### src/rtl/dsi_hs_lane_fsm.sv
// rtl/dsi_hs_lane_fsm.sv - per-lane DSI high-speed transmit sequencer (LP SoT, HS burst, trail, EXIT)
module dsi_hs_lane_fsm #(
    parameter int T_LPX        = 4,
    parameter int T_HS_PREPARE = 4,
    parameter int T_HS_ZERO    = 8,
    parameter int T_HS_TRAIL   = 6,
    parameter int T_HS_EXIT    = 6
) (
    input  logic       clk,
    input  logic       rst,
    input  logic [7:0] s_tdata,
    input  logic       s_tvalid,
    input  logic       s_tlast,
    output logic       s_tready,
    output logic [7:0] hs_byte,
    output logic       hs_tz,
    output logic       lp_p,
    output logic       lp_n,
    output logic       lp_oe,
    output logic       busy,
    output logic       underrun
);

    // Counter reload values: a phase of length T holds the counter for T cycles
    // by loading T-1 on entry and leaving once it reads zero.
    localparam logic [7:0] LPX_LD   = 8'(T_LPX - 1);
    localparam logic [7:0] PREP_LD  = 8'(T_HS_PREPARE - 1);
    localparam logic [7:0] ZERO_LD  = 8'(T_HS_ZERO - 1);
    localparam logic [7:0] TRAIL_LD = 8'(T_HS_TRAIL - 1);
    localparam logic [7:0] EXIT_LD  = 8'(T_HS_EXIT - 1);
    localparam logic [7:0] SYNC_BYTE = 8'hB8;

    typedef enum logic [2:0] {
        S_IDLE,
        S_LPX,
        S_PREP,
        S_ZERO,
        S_SYNC,
        S_DATA,
        S_TRAIL,
        S_EXIT
    } state_t;

    state_t     state_q;
    logic [7:0] cnt_q;
    logic       last_seen_q;
    logic [7:0] hs_byte_q;
    logic       hs_tz_q;
    logic       lp_p_q;
    logic       lp_n_q;
    logic       lp_oe_q;
    logic       busy_q;
    logic       underrun_q;
    logic       cnt_done;
    logic [7:0] trail_byte_d;

    assign cnt_done = (cnt_q == 8'd0);

    // Trail drives the complement of the final HS bit for the whole trail period.
    assign trail_byte_d = {8{~hs_byte_q[7]}};

    // Payload is accepted only in the sync slot and while the packet is still open.
    always_comb begin
        s_tready = (state_q == S_SYNC) || ((state_q == S_DATA) && !last_seen_q);
    end

    // Sequencer: state, phase counter and all line-facing outputs update together.
    always_ff @(posedge clk or posedge rst) begin
        if (rst) begin
            state_q     <= S_IDLE;
            cnt_q       <= 8'd0;
            last_seen_q <= 1'b0;
            hs_byte_q   <= 8'h00;
            hs_tz_q     <= 1'b1;
            lp_p_q      <= 1'b1;
            lp_n_q      <= 1'b1;
            lp_oe_q     <= 1'b1;
            busy_q      <= 1'b0;
            underrun_q  <= 1'b0;
        end else begin
            case (state_q)
                S_IDLE: begin
                    if (s_tvalid) begin
                        state_q    <= S_LPX;
                        cnt_q      <= LPX_LD;
                        underrun_q <= 1'b0;
                        busy_q     <= 1'b1;
                        lp_p_q     <= 1'b0;
                        lp_n_q     <= 1'b1;
                    end
                end
                S_LPX: begin
                    if (cnt_done) begin
                        state_q <= S_PREP;
                        cnt_q   <= PREP_LD;
                        lp_n_q  <= 1'b0;
                    end else begin
                        cnt_q <= cnt_q - 8'd1;
                    end
                end
                S_PREP: begin
                    if (cnt_done) begin
                        state_q   <= S_ZERO;
                        cnt_q     <= ZERO_LD;
                        lp_oe_q   <= 1'b0;
                        hs_tz_q   <= 1'b0;
                        hs_byte_q <= 8'h00;
                    end else begin
                        cnt_q <= cnt_q - 8'd1;
                    end
                end
                S_ZERO: begin
                    if (cnt_done) begin
                        state_q   <= S_SYNC;
                        hs_byte_q <= SYNC_BYTE;
                    end else begin
                        cnt_q <= cnt_q - 8'd1;
                    end
                end
                S_SYNC, S_DATA: begin
                    if ((state_q == S_DATA) && last_seen_q) begin
                        state_q     <= S_TRAIL;
                        cnt_q       <= TRAIL_LD;
                        hs_byte_q   <= trail_byte_d;
                        last_seen_q <= 1'b0;
                    end else if (s_tvalid) begin
                        state_q     <= S_DATA;
                        hs_byte_q   <= s_tdata;
                        last_seen_q <= s_tlast;
                    end else begin
                        // Upstream starved the lane: close the burst without the missing bytes.
                        state_q     <= S_TRAIL;
                        cnt_q       <= TRAIL_LD;
                        hs_byte_q   <= trail_byte_d;
                        last_seen_q <= 1'b0;
                        underrun_q  <= 1'b1;
                    end
                end
                S_TRAIL: begin
                    if (cnt_done) begin
                        state_q   <= S_EXIT;
                        cnt_q     <= EXIT_LD;
                        hs_byte_q <= 8'h00;
                        hs_tz_q   <= 1'b1;
                        lp_oe_q   <= 1'b1;
                        lp_p_q    <= 1'b1;
                        lp_n_q    <= 1'b1;
                    end else begin
                        cnt_q <= cnt_q - 8'd1;
                    end
                end
                S_EXIT: begin
                    if (cnt_done) begin
                        state_q <= S_IDLE;
                        busy_q  <= 1'b0;
                    end else begin
                        cnt_q <= cnt_q - 8'd1;
                    end
                end
                default: begin
                    state_q <= S_IDLE;
                    busy_q  <= 1'b0;
                end
            endcase
        end
    end

    assign hs_byte  = hs_byte_q;
    assign hs_tz    = hs_tz_q;
    assign lp_p     = lp_p_q;
    assign lp_n     = lp_n_q;
    assign lp_oe    = lp_oe_q;
    assign busy     = busy_q;
    assign underrun = underrun_q;

endmodule

### config.mk
export PLATFORM = sky130hd
export DESIGN_NAME = dsi_hs_lane_fsm
export DESIGN_NICKNAME = d
export VERILOG_FILES = /design/src/rtl/dsi_hs_lane_fsm.sv
export SDC_FILE = /design/constraint.sdc
export NUM_CORES = 1
export LEC_CHECK = 0
export CORE_ASPECT_RATIO = 0.7
export CORE_MARGIN = 5
export CORE_UTILIZATION = 46
export CTS_CLUSTER_SIZE = 20
export DETAILED_ROUTE_END_ITERATION = 6
export GPL_TIMING_DRIVEN = 0
export MAX_ROUTING_LAYER = met4
export PLACE_DENSITY = 0.71
export SYNTH_ARGS = -nofsm -noshare
export SYNTH_HDL_FRONTEND = slang
export SYNTH_SLANG_ARGS = --single-unit
### constraint.sdc
create_clock -name clk -period 1.8 [get_ports clk]
set_input_delay 0.36 -clock clk [delete_from_list [all_inputs] [get_ports clk]]
set_output_delay 0.36 -clock clk [all_outputs]
set_load 0.01 [all_outputs]
==> summary.txt <==
Placement
  • Cell count after placement: 213
  • DP Worst Slack: -0.3920 ns
  • Final HPWL DP: 2666 um
  • RePlAce Congestion: 0.8527
  • Dpl cell area: 1750 um2
  • IO Port Bufs: 26

Die
  • Die Area: 4374 um2
  • Die X: 76.94 um
  • Floorplan row count: 17
  • Height of the die: 56.86 um
  • Io pins: 27
  • Core area: 3084 um2
  • Initial Util: 46.77%

Yosys
  • Post-synth EDFFs: 0
  • Async SR Flop Fraction: 100.0%
  • Synth top area cells: dfrtp_1 38%, dfstp_2 5.5%, mux2_2 3.9%
  • Seq cells post-synth: 25
  • Top FF cell, synth: dfrtp_1
  • Avg Inst Size Synth: 9.682 um2
  • Post-synth top cells: 22 x dfrtp_1, 10 x nand3_1, 10 x o21ai_0
  • Synth Instances: 149
  • Yosys top cell area share: 38.16%
  • Seq/Total Area, Yosys: 43.63%
  • Mapped Area: 1443 um2
  • Top-count cell post-synth: dfrtp_1
  • Dominant cell type by area after synthesis: dfrtp_1
  • Synth unique cells: 45
  • Warning count from the yosys run: 0
  • Post-Syn Nets: 163

Timing
  • Setup tns final: -0.02708 ns
  • Fmax: 551.3 MHz
  • Setup violators final: 3
  • RSZ-0062 raised after global routing: true
  • Final WS setup: -0.01405 ns
  • Crit path time final: 1.814 ns
  • Slew @ Worst Pin: 0.9672 ns
  • Clk_skew: 0.007152 ns
  • Max_slew headroom: 35.45%
  • Slew Limit Fails: 0
  • Final Cycle Share: 100.8%
  • Final hold vios: 0

GRT
  • GR Util All Layers: 18.24%
  • Vias in the first global route: 1316
  • First-pass GRT wire length: 6361 um
  • Initial antenna violation count: 0
  • Total grt overflow: 0
  • Largest net degree at the start of global routing: 26

Hold path
  • Hold Crit Class: reg2reg

Routing
  • Router iterations before antenna repair: 4
  • Drt initial violations: 103
  • Vias: 1393
  • Via density: 6.083
  • Final wirelength: 3884 um
  • Residual DRC: 0
  • Drt wl/cell: 16.96 um
  • Post-DRT Antenna Nets: 0

Worst setup path
  • Crit Path Class: reg2reg
  • CP delay by family, top: simple AND/OR/NAND/NOR gates
  • Crit path max-delay cell type: dfrtp_1
  • Required time worst endpoint: 1.97 ns
  • CP bufs+invs: 1
  • Arr. time, crit path: 1.99 ns
  • CP Cell Sequence: inv_2 > ha_4 > or3b_4 > nor4_4 > nor2_4 > o22a_1
  • Crit Path Max Fanout: 5
  • Startpoint Class: register
  • Delay of the slowest critical-path stage: 0.41 ns
  • Crit. End Element: register

Final layout
  • Share of post-route cells with drive strength above 1: 28.27%
  • Area of the multi-input gates: 868.3 um2
  • Diode count: 0
  • Layout area overhead: 40.07%
  • Final instance area: 2021 um2
  • Layout fillers: 237
  • Nets: 206
  • FF+latch area: 634.4 um2
  • Finished Layout Cells: 229

Outcome
  • Violated checks: setup timing
  • Status: complete, but fails checks

Clock tree
  • Clock Tree Buf Depth: 2
  • Root buffer cell: clkbuf_8
  • Clk sinks: 25
  • Hold_buf cts: 0
  • CTS tree: built
  • H-tree levels: 1
  • Clock transition at path regs: 0.09 ns
  • CTS buffer count: 3
  • Clock Latency Late Sink: 0.27 ns

Run
  • Max Cap Viol: 0

Pwr
  • LEAKAGE: 0.0008231 uW
  • VDD IR max: 0.0004808 V
  • PD cells: 688.0 nW/um2
-- placed cells by master (no fill, tap or decap), types with 2 or more instances in the layout --
cell type / count
a211oi_1: 2
a21oi_1: 6
a21oi_2: 3
a221o_1: 5
a22o_1: 2
a31oi_1: 6
and2_1: 2
buf_4: 13
buf_6: 2
clkbuf_1: 2
clkbuf_8: 3
clkdlybuf4s50_1: 23
dfrtp_1: 18
dfrtp_2: 4
dfstp_2: 3
dlygate4sd2_1: 2
inv_1: 6
inv_2: 2
mux2_4: 4
nand2_1: 8
nand2b_1: 3
nand3_1: 10
nor2_1: 8
nor2b_1: 5
nor3_1: 2
nor4_4: 3
o211ai_1: 3
o21ai_0: 9
o221ai_1: 2
-- per-stage QoR --
stage	util [%]	power (uW)	hold WS (ns)
2_1_floorplan	-	871.6	0.3851
6_report	65.52	1390	0.5160
3_5_place_dp	56.75	955.7	0.4964
5_1_grt	65.52	1467	0.5367
3_3_place_gp	56.75	948.3	0.4914
4_1_cts	63.16	1376	0.5157
-- routing by layer --
layer	global-route usage, %	vias to the layer above	wire, um
li1	-	653	-
met1	24.88	691	1814
met2	28.90	46	1832
met3	4.167	3	226
met4	1.496	0	10
met5	-	-	0
-- final cells by class --
type / instances / area share (%)
inverters: 8 / 1.486
flip-flops and latches: 25 / 31.39
repair buffers: 39 / 17.83
clock buffers: 4 / 2.229
plain buffers: 5 / 1.734
multi-input cells: 110 / 42.97
well taps: 38 / 2.353
-- worst paths after layout --
path | from | to | slack, ns | cells after the start
min in group asynchronous | rst | busy$_DFFE_PP0P_ | 0.61 | 2
hold / removal | hs_byte[3]$_DFFE_PP0P_ | hs_byte[3]$_DFFE_PP0P_ | 0.52 | 1
setup reg to reg | cnt_q[0]$_DFFE_PP0P_ | cnt_q[1]$_DFFE_PP0P_ | -0.01 | 6
hold reg to reg | hs_byte[3]$_DFFE_PP0P_ | hs_byte[3]$_DFFE_PP0P_ | 0.52 | 1
max in group asynchronous | rst | cnt_q[5]$_DFFE_PP0P_ | 0.54 | 2
setup / recovery | cnt_q[0]$_DFFE_PP0P_ | cnt_q[1]$_DFFE_PP0P_ | -0.01 | 6
-- report_power, final --
group / switching (uW) / internal (uW)
registers: 98.1 / 624
clock network: 184 / 159
logic: 155 / 171
total: 437 / 954
-- repair_timing --
action / CTS / global route
endpoints found under the hold margin: 0 / 0
gates resized for setup: 27 / 16
pin swaps: 7 / 8
setup endpoints to repair: 23 / 21
buffers inserted: 11 / 2
cloned: 0 / 0
-- cell families (layout without fill, tap and decap cells) --
group / Yosys count / in the layout / share of synthesized area (%)
buffers and inverters: 14 / 56 / 3.903
adders and majority gates: 2 / 2 / 1.734
muxes: 6 / 6 / 4.596
DFF: 25 / 25 / 43.63
and+or+nand+nor: 49 / 49 / 20.12
AOI/OAI and AO/OA: 51 / 51 / 24.81
xor gates and xnor gates: 2 / 2 / 1.214
Power figures use the tool's default switching activity.
